==> config.mk <==
export PLATFORM = sky130hd
export DESIGN_NAME = ddr_cmn_zqcal_ctrl_flat
export DESIGN_NICKNAME = d
export VERILOG_FILES = /design/src/rtl/ddr_cmn_zqcal_ctrl_if.sv /design/src/rtl/ddr_cmn_zqcal_ctrl.sv /design/src/flat_wrapper.sv
export SDC_FILE = /design/constraint.sdc
export NUM_CORES = 1
export LEC_CHECK = 0
export CAP_MARGIN = 15
export CELL_PAD_IN_SITES_DETAIL_PLACEMENT = 1
export CELL_PAD_IN_SITES_GLOBAL_PLACEMENT = 1
export CORE_MARGIN = 3
export CORE_UTILIZATION = 37
export CTS_BUF_LIST = sky130_fd_sc_hd__clkbuf_2 sky130_fd_sc_hd__clkbuf_4 sky130_fd_sc_hd__clkbuf_8
export DETAILED_ROUTE_END_ITERATION = 12
export MAX_ROUTING_LAYER = met4
export PLACE_DENSITY = 0.83
export SYNTH_ARGS = -nofsm -noshare
export SYNTH_HDL_FRONTEND = slang
export SYNTH_SLANG_ARGS = --single-unit
export TNS_END_PERCENT = 1
==> constraint.sdc <==
create_clock -name i_hclk -period 2.2 [get_ports i_hclk]
set_clock_uncertainty 0.2 [all_clocks]
set_input_delay 0.22 -clock i_hclk [delete_from_list [all_inputs] [get_ports i_hclk]]
set_output_delay 0.22 -clock i_hclk [all_outputs]
set_load 0.02 [all_outputs]
==> src/rtl/ddr_cmn_zqcal_ctrl_if.sv <==
// Bundle between the CSR-side sequencer user and the ZQ calibration controller.
// Feature macro DDR_CMN_ZQCAL_MAJ_EN does not affect this interface.
interface ddr_cmn_zqcal_ctrl_if #(
    parameter int CODE_W   = 6,
    parameter int SETTLE_W = 8
);
    // Handshake: i_start is a single-cycle request, accepted only while o_busy is
    // low; o_busy then stays high until the cycle o_done (sticky) rises.
    logic                i_start;
    logic [SETTLE_W-1:0] i_settle_cycles;
    logic                i_comp;
    logic                o_cal_en;
    logic                o_pu_sel;
    logic [CODE_W-1:0]   o_code;
    logic [CODE_W-1:0]   o_pd_code;
    logic [CODE_W-1:0]   o_pu_code;
    logic                o_busy;
    logic                o_done;
    logic                o_error;

    modport master (
        output i_start, i_settle_cycles, i_comp,
        input  o_cal_en, o_pu_sel, o_code, o_pd_code, o_pu_code, o_busy, o_done, o_error
    );

    modport slave (
        input  i_start, i_settle_cycles, i_comp,
        output o_cal_en, o_pu_sel, o_code, o_pd_code, o_pu_code, o_busy, o_done, o_error
    );
endinterface

==> src/rtl/ddr_cmn_zqcal_ctrl.sv <==
// ZQ calibration sequencer: SAR search of pull-down then pull-up driver code.
// Define DDR_CMN_ZQCAL_MAJ_EN for 3-sample 2-of-3 majority comparator decisions.
module ddr_cmn_zqcal_ctrl #(
    parameter int CODE_W   = 6,
    parameter int SETTLE_W = 8
) (
    input  logic                  i_hclk,
    input  logic                  i_hreset,
    ddr_cmn_zqcal_ctrl_if.slave   bus,
    output logic [2:0]            dbg_state
);
    localparam int IDX_W = (CODE_W > 1) ? $clog2(CODE_W) : 1;
    localparam logic [IDX_W-1:0]  IDX_TOP = IDX_W'(CODE_W - 1);
    localparam logic [CODE_W-1:0] MID     = {1'b1, {(CODE_W-1){1'b0}}};

    typedef enum logic [2:0] {
        S_IDLE   = 3'd0,
        S_TRIAL  = 3'd1,
        S_WAIT   = 3'd2,
        S_SAMPLE = 3'd3,
        S_DONE   = 3'd4
    } state_t;

    state_t              state, state_nxt;
    logic                phase;
    logic [IDX_W-1:0]    idx;
    logic [SETTLE_W-1:0] cnt;
    logic [CODE_W-1:0]   code;
    logic [CODE_W-1:0]   pd_code, pu_code;
    logic                done, error;
    logic                comp_s1, comp_s2;
    logic                decision, sample_last;
    logic [SETTLE_W-1:0] settle_eff;
    logic [CODE_W-1:0]   bit_mask, decided;

`ifdef DDR_CMN_ZQCAL_MAJ_EN
    logic [1:0] samp_cnt;
    logic [1:0] samp_hist;
    assign sample_last = (samp_cnt == 2'd2);
    assign decision    = (samp_hist[1] & samp_hist[0]) | (samp_hist[1] & comp_s2) |
                         (samp_hist[0] & comp_s2);
`else
    assign sample_last = 1'b1;
    assign decision    = comp_s2;
`endif

    // The 2-flop synchroniser delay is covered by the minimum settle of 2.
    assign settle_eff = (bus.i_settle_cycles < SETTLE_W'(2)) ? SETTLE_W'(2) : bus.i_settle_cycles;
    assign bit_mask   = CODE_W'(1) << idx;
    assign decided    = decision ? code : (code & ~bit_mask);

    always_ff @(posedge i_hclk or posedge i_hreset) begin
        if (i_hreset) state <= S_IDLE;
        else          state <= state_nxt;
    end

    always_comb begin
        state_nxt = state;
        case (state)
            S_IDLE:   if (bus.i_start) state_nxt = S_TRIAL;
            S_TRIAL:  state_nxt = S_WAIT;
            S_WAIT:   if (cnt == '0) state_nxt = S_SAMPLE;
            S_SAMPLE: if (sample_last) state_nxt = (idx != '0 || !phase) ? S_TRIAL : S_DONE;
            S_DONE:   state_nxt = S_IDLE;
            default:  state_nxt = S_IDLE;
        endcase
    end

    always_comb begin
        bus.o_cal_en  = (state != S_IDLE);
        bus.o_busy    = (state != S_IDLE);
        bus.o_pu_sel  = phase;
        bus.o_code    = code;
        bus.o_pd_code = pd_code;
        bus.o_pu_code = pu_code;
        bus.o_done    = done;
        bus.o_error   = error;
        dbg_state     = state;
    end

    // code holds the current trial value; it is only rewritten when entering TRIAL.
    always_ff @(posedge i_hclk or posedge i_hreset) begin
        if (i_hreset) begin
            phase     <= 1'b0;
            idx       <= IDX_TOP;
            cnt       <= '0;
            code      <= '0;
            pd_code   <= MID;
            pu_code   <= MID;
            done      <= 1'b0;
            error     <= 1'b0;
            comp_s1   <= 1'b0;
            comp_s2   <= 1'b0;
`ifdef DDR_CMN_ZQCAL_MAJ_EN
            samp_cnt  <= 2'd0;
            samp_hist <= 2'b00;
`endif
        end else begin
            comp_s1 <= bus.i_comp;
            comp_s2 <= comp_s1;
            case (state)
                S_IDLE: begin
                    if (bus.i_start) begin
                        done  <= 1'b0;
                        error <= 1'b0;
                        phase <= 1'b0;
                        idx   <= IDX_TOP;
                        code  <= MID;
                    end
                end
                S_TRIAL: cnt <= settle_eff;
                S_WAIT: begin
                    if (cnt != '0) cnt <= cnt - 1'b1;
                end
                S_SAMPLE: begin
                    if (sample_last) begin
`ifdef DDR_CMN_ZQCAL_MAJ_EN
                        samp_cnt <= 2'd0;
`endif
                        if (idx != '0) begin
                            code <= decided | (bit_mask >> 1);
                            idx  <= idx - 1'b1;
                        end else if (!phase) begin
                            pd_code <= decided;
                            phase   <= 1'b1;
                            idx     <= IDX_TOP;
                            code    <= MID;
                        end else begin
                            pu_code <= decided;
                        end
                    end
`ifdef DDR_CMN_ZQCAL_MAJ_EN
                    else begin
                        samp_hist <= {samp_hist[0], comp_s2};
                        samp_cnt  <= samp_cnt + 2'd1;
                    end
`endif
                end
                S_DONE: begin
                    done  <= 1'b1;
                    error <= (pd_code == '0) || (pd_code == '1) ||
                             (pu_code == '0) || (pu_code == '1);
                end
                default: ;
            endcase
        end
    end
endmodule

==> src/flat_wrapper.sv <==
// flat-port wrapper written by rule: the top's interface ports become plain ports
module ddr_cmn_zqcal_ctrl_flat 
#(
    parameter int CODE_W   = 6,
    parameter int SETTLE_W = 8
)
  (i_hclk, i_hreset, dbg_state, bus_i_start, bus_i_settle_cycles, bus_i_comp, bus_o_cal_en, bus_o_pu_sel, bus_o_code, bus_o_pd_code, bus_o_pu_code, bus_o_busy, bus_o_done, bus_o_error);
  ddr_cmn_zqcal_ctrl_if #(.CODE_W(CODE_W), .SETTLE_W(SETTLE_W)) bus_i ();
  input  logic i_hclk;
  input  logic i_hreset;
  output logic [2:0] dbg_state;
  input wire logic [$bits(bus_i.i_start)-1:0] bus_i_start;
  input wire logic [$bits(bus_i.i_settle_cycles)-1:0] bus_i_settle_cycles;
  input wire logic [$bits(bus_i.i_comp)-1:0] bus_i_comp;
  output wire logic [$bits(bus_i.o_cal_en)-1:0] bus_o_cal_en;
  output wire logic [$bits(bus_i.o_pu_sel)-1:0] bus_o_pu_sel;
  output wire logic [$bits(bus_i.o_code)-1:0] bus_o_code;
  output wire logic [$bits(bus_i.o_pd_code)-1:0] bus_o_pd_code;
  output wire logic [$bits(bus_i.o_pu_code)-1:0] bus_o_pu_code;
  output wire logic [$bits(bus_i.o_busy)-1:0] bus_o_busy;
  output wire logic [$bits(bus_i.o_done)-1:0] bus_o_done;
  output wire logic [$bits(bus_i.o_error)-1:0] bus_o_error;
  assign bus_i.i_start = bus_i_start;
  assign bus_i.i_settle_cycles = bus_i_settle_cycles;
  assign bus_i.i_comp = bus_i_comp;
  assign bus_o_cal_en = bus_i.o_cal_en;
  assign bus_o_pu_sel = bus_i.o_pu_sel;
  assign bus_o_code = bus_i.o_code;
  assign bus_o_pd_code = bus_i.o_pd_code;
  assign bus_o_pu_code = bus_i.o_pu_code;
  assign bus_o_busy = bus_i.o_busy;
  assign bus_o_done = bus_i.o_done;
  assign bus_o_error = bus_i.o_error;
  ddr_cmn_zqcal_ctrl #(.CODE_W(CODE_W), .SETTLE_W(SETTLE_W)) u_core (.i_hclk(i_hclk), .i_hreset(i_hreset), .bus(bus_i), .dbg_state(dbg_state));
endmodule
== Word-level counts from Yosys, hierarchy flattened ==
Cells that the tools add are included.

* Flip-flop bits (word level): 37
* Bits of input ports: 12
* Output and inout port bits: 26

* Add/subtract/negate cells: 2
* Magnitude comparators: 1
* Eq/ne operators: 11
* Shift operators: 1
* Muxes and demuxes: 21
* Bitwise logic cells: 5
* Reduce and logical (&&, ||, !) cells: 22

{| class="wikitable"
|+ Operators by type and width
! kind !! number
|-
| $mux W6 || 4
|-
| $mux W3 || 6
|-
| $mux W8 || 2
|-
| $pmux W8 S2 || 1
|-
| $eq A6 B6 Y1 const B || 2
|-
| $logic_not A6 Y1 || 2
|-
| $pmux W3 S4 || 1
|-
| $pmux W6 S2 || 1
|-
| $reduce_and A3 Y1 || 4
|-
| $logic_not A8 Y1 || 1
|-
| $lt A8 B2 Y1 const B || 1
|-
| $reduce_bool A8 Y1 || 1
|-
| $sub A8 B1 Y8 const B || 1
|-
| $and A6 B6 Y6 || 1
|-
| $eq A3 B2 Y1 const B || 2
|-
| $not A6 Y6 || 1
|-
| $or A6 B5 Y6 || 1
|-
| $pmux W1 S2 || 3
|-
| $pmux W3 S2 || 1
|-
| $reduce_and A2 Y1 || 3
|-
| $reduce_bool A2 Y1 || 3
|-
| $reduce_bool A3 Y1 || 2
|-
| $shl A1 B3 Y6 const A || 1
|-
| $logic_or A1 B1 Y1 || 4
|-
| other kinds (10) || 14
|}

== Logic depth before layout (Yosys ltp) ==
Gate-level depths: netlist of run 1.

* Word-level depth: 7
* Depth in mapped cells: 7
* Mapped depth without buffers: 6

== Least setup slack after synthesis of run 1 ==
No wires, ideal clock.

* Path type: reg-to-reg
* Start point: register u_core.cnt[0]
* End point: register u_core.cnt[1]
* Library setup time: 0.125 ns
* Arrival: 1.881 ns
* Data required time: 1.875 ns
* Setup slack: -0.006 ns
* Cell stages (with the launch flop): 7
* Cells stage by stage: dfrtp_1 -> inv_1 -> ha_1 -> or4b_1 -> buf_2 -> o311a_4 -> mux2_4

* Longest elaborated chain between the ends: 3
* Elaborated cells between the ends (all ways): 6
* Those cells by class: add/sub (1); eq/ne (1); mux (2); reduce/logical (2)

{| class="wikitable"
|+ Ends and longest elaborated chain
! what !! line !! text
|-
| start: declaration || ddr_cmn_zqcal_ctrl.sv:27 || <nowiki>logic [SETTLE_W-1:0] cnt;</nowiki>
|-
| start signal: assignment || ddr_cmn_zqcal_ctrl.sv:111 || <nowiki>S_TRIAL: cnt <= settle_eff;</nowiki>
|-
| start signal: assignment || ddr_cmn_zqcal_ctrl.sv:113 || <nowiki>if (cnt != '0) cnt <= cnt - 1'b1;</nowiki>
|-
| $sub A8 B1 Y8 or $reduce_bool A8 Y1 (tied branches) || ddr_cmn_zqcal_ctrl.sv:113 ||
|-
| $mux W8 or $ne A2 B1 Y1 (tied branches) || -- ||
|-
| $pmux W8 S2 or $reduce_and A2 Y1 (tied branches) || -- ||
|}

Parallel ways exist; a longest one is shown, timed or not. The select of a mux whose other input is x is not followed.
A chain may end at the register's enable or synchronous reset.

== Worst setup path in the final report of run 1 ==
Ends and elaborated chain as after synthesis.

==> qor.csv, run 1 <==
metric;value;unit
seq_area_frac_synth;0.484;
ant_nets;0;
synth_top_area_frac;0.429;
rsz0062_at_grt;no;
setup_violations;0;
grtUsageMet1;0.253;
post_drt_wl_per_cell;19.1;um
grt_max_degree;38;
drive_gt1_frac;0.204;
p_seq_frac;0.305;
overflow;0;
final.setup.tns;0;ns
num_antenna_cells;0;
grt_pass1_wl;10300;um
r2r_start;u_core.cnt[0];
slowest_delay;0.51;ns
drtIter0Drc;73;
worst_slack;0.0734;ns
gp_congestion;0.811;
cts-root-buf;clkbuf_8;
required;2.18;ns
met2_usage;0.402;
critical-path-slowest-cell;or4b_4;
async_flop_share;1.00;
p_sw_frac;0.413;
die_h;78.1;um
crit_start;u_core.cnt[0];
maxSlewViolCount;0;
clock_sinks;37;
yosysTopAreaCell;dfrtp_1;
viasPerCell;5.75;
cts_tree;done;
cts_htree_levels;2;
leakage;0.00110;uW
worst_pin_slew;0.535;ns
antenna_found_initial;0;
ios;38;
syn-num-nets;210;
finalHoldViolCount;0;
cts_buffers;5;
internal_power;2120;uW
clock_path_buffers;2;
synth-seq-cells;37;
clk_pin_slew;0.08;ns
first_pass_iters;4;
drv_cap;0;
avgSynthCellArea;9.76;um2
clock_latency;0.30;ns
crit_chain;inv_2 > ha_2 > or4b_4 > o311a_4 > mux2_4;
ctsHoldBuffers;0;
p_sw;1490;uW
status;completed;
slew_headroom;0.640;
vias;1824;
synth_area_leaders;dfrtp_1 43%, o21ai_0 6.2%, dfstp_2 5.5%;
p_clk_frac;0.176;
grt.busiest_layer;met2;
core_area;4880;um2
synth_ff_type;dfrtp_1;
grt_pass1_vias;2037;
drt_wl_total;6060;um
p_per_area;1380;nW/um2
drc;0;
hold_path_class;input port to async pin;
fmax;470;MHz
fill_cells;562;
syn-cell-area;1920;um2
power;3610;uW
die_width;78.1;um
yosysWarnings;0;
synth_cell_type_count;46;
grtUsageTotal;0.222;
dpl.hpwl;4160;um
critical_path_class;flop to flop;
initial_core_util;0.394;
detailedPlace.worstSlack;-0.0463;ns
port_buffers;37;
syn2layout_area_growth;35.7;%
power_frac_comb;0.519;
fin_nets;262;
path_max_fanout;3;
worstSetupEndpointType;flop;
met3_usage;0.0378;
period_minus_slack;2.13;ns
critPathLaunchType;flop;
die_area;6100;um2
period_share;0.967;
synth_edf_count;0;
vdd_drop_max;0.467;mV
cp.arrival;2.11;ns
synthCells;197;
rows;25;
utilization;0.535;
flip-flops by register name, summed over array words and instances, names as in the netlist:
register	flops
u_core.bus.o_done	1
u_core.bus.o_pd_code	6
u_core.bus.o_code	6
u_core.comp_s2	1
u_core.dbg_state	3
u_core.idx	3
u_core.bus.o_error	1
u_core.cnt	8
u_core.bus.o_pu_code	6
u_core.comp_s1	1
u_core.bus.o_pu_sel	1
critical path, delay by kind of cell, from the launching register on:
family | cells | cell delay, ns
compound gates | 1 | 0.35
fa+ha+maj | 1 | 0.19
buf+inv | 1 | 0.08
flops | 1 | 0.40
mux | 1 | 0.30
simple gates | 1 | 0.51
cells by family after synthesis:
group                      count (synthesis)  share of synthesized area
AOI/OAI and AO/OA                         63                      0.220
muxes                                     11                     0.0638
buffers and inverters                     25                     0.0534
and+or+nand+nor                           59                      0.168
xor gates and xnor gates                   1                    0.00456
adders and majority gates                  1                    0.00651
DFF                                       37                      0.484
worst paths after layout:
| path | end | slack (ns) | depth (start not counted) |
|---|---|---|---|
| min | u_core.bus.o_pu_code[0] | 0.14 | 3 |
| min in group i_hclk | u_core.comp_s2 | 0.15 | 0 |
| max | u_core.cnt[1] | 0.07 | 5 |
| max reg2reg | u_core.cnt[1] | 0.07 | 5 |
| max in group asynchronous | u_core.dbg_state[2] | 1.29 | 3 |
| min reg2reg | u_core.comp_s2 | 0.14 | 0 |
power groups by stage:
stage | clock (uW) | sequential (uW) | combinational [uW]
after floorplan | 0 | 1160 | 996
after global placement | 0 | 1080 | 1670
after detailed placement | 0 | 1090 | 1770
after CTS | 643 | 1100 | 1850
after global routing | 668 | 1130 | 2040
final | 635 | 1100 | 1880
per-layer routing:
metal | wire, um | share of wire
met5 | 0 | 0
met4 | 73 | 0.012
met3 | 200 | 0.033
met2 | 3280 | 0.54
met1 | 2510 | 0.41
cell usage after synthesis (2+ instances only):
| master | count |
|---|---|
| nand2b_1 | 2 |
| dfstp_2 | 4 |
| or3b_2 | 2 |
| o2bb2ai_1 | 4 |
| a22o_1 | 4 |
| nor2_1 | 13 |
| buf_2 | 4 |
| clkbuf_1 | 6 |
| or4_1 | 2 |
| mux2i_1 | 4 |
| nand2_1 | 13 |
| or3_1 | 2 |
| dfrtp_1 | 33 |
| nor2b_1 | 2 |
| o21ai_0 | 24 |
| mux2_2 | 6 |
| nand3_1 | 2 |
| a21boi_0 | 2 |
| nor4_1 | 6 |
| a21oi_1 | 15 |
| nor3_1 | 6 |
| a22oi_1 | 4 |
| inv_1 | 14 |
cell usage in the layout, fill, tap and decap left out, types with 2 or more instances in the layout:
cell type,n
nor2_1,12
dfrtp_1,32
o2bb2ai_1,4
a21oi_1,15
or3b_2,2
clkbuf_8,6
a21boi_0,2
mux2_2,6
or3_1,2
mux2i_1,4
nand2b_1,2
buf_4,18
nand2_1,13
or4_1,2
nor4_1,6
nor2b_1,2
nor3_1,6
a22oi_1,4
a22o_1,4
inv_1,13
dfstp_2,4
o21ai_0,24
clkdlybuf4s50_1,37
cell type report:
type / instances / area (um2) / share of cell area
Clock buffer: 7 / 90.1 / 0.0345
Multi-Input combinational cell: 135 / 903 / 0.346
Sequential cell: 37 / 932 / 0.357
Tap cell: 67 / 83.8 / 0.0321
Inverter: 14 / 52.6 / 0.0201
Clock inverter: 1 / 30.0 / 0.0115
Timing Repair Buffer: 56 / 517 / 0.198
per-stage QoR:
stage | hold WS (ns) | std cells | instance area (um2)
2_1_floorplan | 0.0514 | 197 | 1930
3_3_place_gp | 0.139 | 307 | 2460
3_5_place_dp | 0.140 | 307 | 2460
4_1_cts | 0.155 | 317 | 2600
5_1_grt | 0.171 | 317 | 2610
6_report | 0.145 | 317 | 2610
repair_timing:
item	in CTS	in global routing
gates resized for setup	2	3
buffers inserted	2	0
pin swaps	1	1
setup endpoints to repair	7	8
No activity file was read; power rests on OpenSTA's default activity.
==> inputs of run 2 (changes only) <==
--- a/config.mk
+++ b/config.mk
@@ -13,7 +13,8 @@
 export CTS_BUF_LIST = sky130_fd_sc_hd__clkbuf_2 sky130_fd_sc_hd__clkbuf_4 sky130_fd_sc_hd__clkbuf_8
 export DETAILED_ROUTE_END_ITERATION = 12
 export MAX_ROUTING_LAYER = met4
-export PLACE_DENSITY = 0.83
+export PLACE_DENSITY_LB_ADDON = 0.1
+export SKIP_CTS_REPAIR_TIMING = 1
 export SYNTH_ARGS = -nofsm -noshare
 export SYNTH_HDL_FRONTEND = slang
 export SYNTH_SLANG_ARGS = --single-unit
==> qor.csv, run 2 (synthesis results as in run 1) <==
metric;value;unit;change
period_minus_slack;2.15;ns;was 2.13 ns
period_share;0.975;;was 0.967
rows;25;;unchanged
cts_tree;done;;unchanged
regArea;933;um2;was 932 um2
gp_congestion;0.866;;was 0.811
antenna_found_initial;0;;unchanged
clk_pin_slew;0.08;ns;about the same
initial_core_util;0.394;;unchanged
largest-register;u_core.cnt;;unchanged
clock_latency;0.29;ns;was 0.30 ns
met2_usage;0.307;;was 0.402
vias;1706;;was 1,824
worst_slack;0.0550;ns;was 0.0734 ns
setup_violations;0;;unchanged
mostFrequentLayoutCells;37 x clkdlybuf4s50_1, 31 x dfrtp_1, 24 x o21ai_0;;was 37 x clkdlybuf4s50_1, 32 x dfrtp_1, 24 x o21ai_0
crit_chain;inv_1 > ha_2 > or4b_4 > o311a_4 > mux2_4;;was inv_2 > ha_2 > or4b_4 > o311a_4 > mux2_4
post_drt_wl_per_cell;17.3;um;was 19.1 um
maxSlewViolCount;0;;unchanged
fill_cells;558;;was 562
grt_pass1_vias;1724;;was 2,037
cts_htree_levels;2;;unchanged
cts_buffers;5;;unchanged
clock_sinks;37;;unchanged
grtUsageTotal;0.191;;was 0.222
met3_usage;0.0390;;was 0.0378
largest_reg_flops;8;;unchanged
num_antenna_cells;0;;unchanged
path_max_fanout;4;;was 3
slew_headroom;0.582;;was 0.640
viasPerCell;5.40;;was 5.75
grt.busiest_layer;met2;;unchanged
drv_cap;0;;unchanged
dpl.hpwl;4030;um;was 4160 um
leakage;0.00108;uW;was 0.00110 uW
status;completed;;unchanged
die_h;78.1;um;unchanged
detailedPlace.worstSlack;-0.0110;ns;was -0.0463 ns
critical_path_class;flop to flop;;unchanged
multi_input_area;903;um2;unchanged
fmax;466;MHz;was 470 MHz
mostFrequentLayoutCell;clkdlybuf4s50_1;;unchanged
fin_nets;261;;was 262
vdd_drop_max;0.555;mV;was 0.467 mV
grt_pass1_wl;8900;um;was 10,300 um
required;2.18;ns;about the same
ios;38;;unchanged
die_area;6100;um2;unchanged
power;3350;uW;was 3610 uW
drive_gt1_frac;0.201;;was 0.204
grtUsageMet1;0.252;;was 0.253
cts-root-buf;clkbuf_8;;unchanged
drt_wl_total;5470;um;was 6060 um
die_width;78.1;um;unchanged
final.setup.tns;0;ns;unchanged
worst_pin_slew;0.626;ns;was 0.535 ns
finalHoldViolCount;0;;unchanged
ant_nets;0;;unchanged
p_per_area;1310;nW/um2;was 1380 nW/um2
slowest_delay;0.51;ns;about the same
port_buffers;37;;unchanged
critical-path-slowest-cell;or4b_4;;unchanged
clock_path_buffers;2;;unchanged
first_pass_iters;4;;unchanged
syn2layout_area_growth;33.5;%;was 35.7%
worstSetupEndpointType;flop;;unchanged
utilization;0.526;;was 0.535
grt_max_degree;38;;unchanged
core_area;4880;um2;unchanged
overflow;0;;unchanged
critPathLaunchType;flop;;unchanged
cp.arrival;2.13;ns;was 2.11 ns
drc;0;;unchanged
hold_path_class;input port to async pin;;unchanged
drtIter0Drc;101;;was 73
==> run 2: worst max-delay path: cells and delay by family, from the launching register on <==
| kind | cells | cell delay (ns) |
|---|---|---|
| AND/OR/NAND/NOR | 1 | 0.51 |
| flip-flops | 1 | 0.40 |
| AO/OA/AOI/OAI | 1 | 0.39 |
| multiplexers | 1 | 0.30 |
| adder cells (fa/ha/maj) | 1 | 0.17 |
| buffers and inverters | 1 | 0.07 |
==> run 2: path summary, 6_finish.rpt <==
kind | from | to | slack (ns) | cells past startpoint
worst max-delay path | u_core.cnt[1] | u_core.cnt[1] | 0.05 | 5
min in group i_hclk | bus_i_comp | u_core.comp_s1 | 0.16 | 1
worst max register to register | u_core.cnt[1] | u_core.cnt[1] | 0.05 | 5
max in group asynchronous | i_hreset | u_core.bus.o_pd_code[5] | 1.30 | 3
worst min-delay path | i_hreset | u_core.cnt[6] | 0.13 | 3
worst min register to register | u_core.comp_s1 | u_core.comp_s2 | 0.16 | 0
==> run 2: through the flow <==
stage | hold WS (ns) | cells | cell area [um2]
after CTS | 0.153 | 315 | 2550
after floorplan | 0.0514 | 197 | 1930
final | 0.134 | 316 | 2570
after detailed placement | 0.149 | 307 | 2460
after global placement | 0.141 | 307 | 2460
after global routing | 0.164 | 316 | 2570
==> run 2: routing by layer <==
metal,wire (um),part of all wire,vias up
li1,-,-,816
met4,52,0.0095,0
met1,2590,0.47,848
met3,191,0.035,6
met2,2640,0.48,36
met5,0,0,-
==> run 2: final cells by class <==
class                      instances  area share
sequential                        37       0.364
multi-input combinational        135       0.352
timing repair buffer              55       0.197
clock buffer                       7      0.0327
tap                               67      0.0327
inverter                          14      0.0205
clock inverter                     1     0.00195
==> run 2: power breakdown <==
group / internal [uW] / leakage (uW) / switching (uW) / total, uW
Clock: 247 / 0.0000491 / 241 / 489
Sequential: 898 / 0.000470 / 246 / 1140
Combinational: 790 / 0.000557 / 933 / 1720
==> inputs of run 3 (changes only) <==
--- a/config.mk
+++ b/config.mk
@@ -11,10 +11,12 @@
 export CORE_MARGIN = 3
 export CORE_UTILIZATION = 37
 export CTS_BUF_LIST = sky130_fd_sc_hd__clkbuf_2 sky130_fd_sc_hd__clkbuf_4 sky130_fd_sc_hd__clkbuf_8
+export CTS_CLUSTER_DIAMETER = 40
 export DETAILED_ROUTE_END_ITERATION = 12
 export MAX_ROUTING_LAYER = met4
 export PLACE_DENSITY_LB_ADDON = 0.1
 export SKIP_CTS_REPAIR_TIMING = 1
+export SLEW_MARGIN = 30
 export SYNTH_ARGS = -nofsm -noshare
 export SYNTH_HDL_FRONTEND = slang
 export SYNTH_SLANG_ARGS = --single-unit
==> results of run 3 <==
The final DEF is identical to that of run 2; final timing and power are the same.
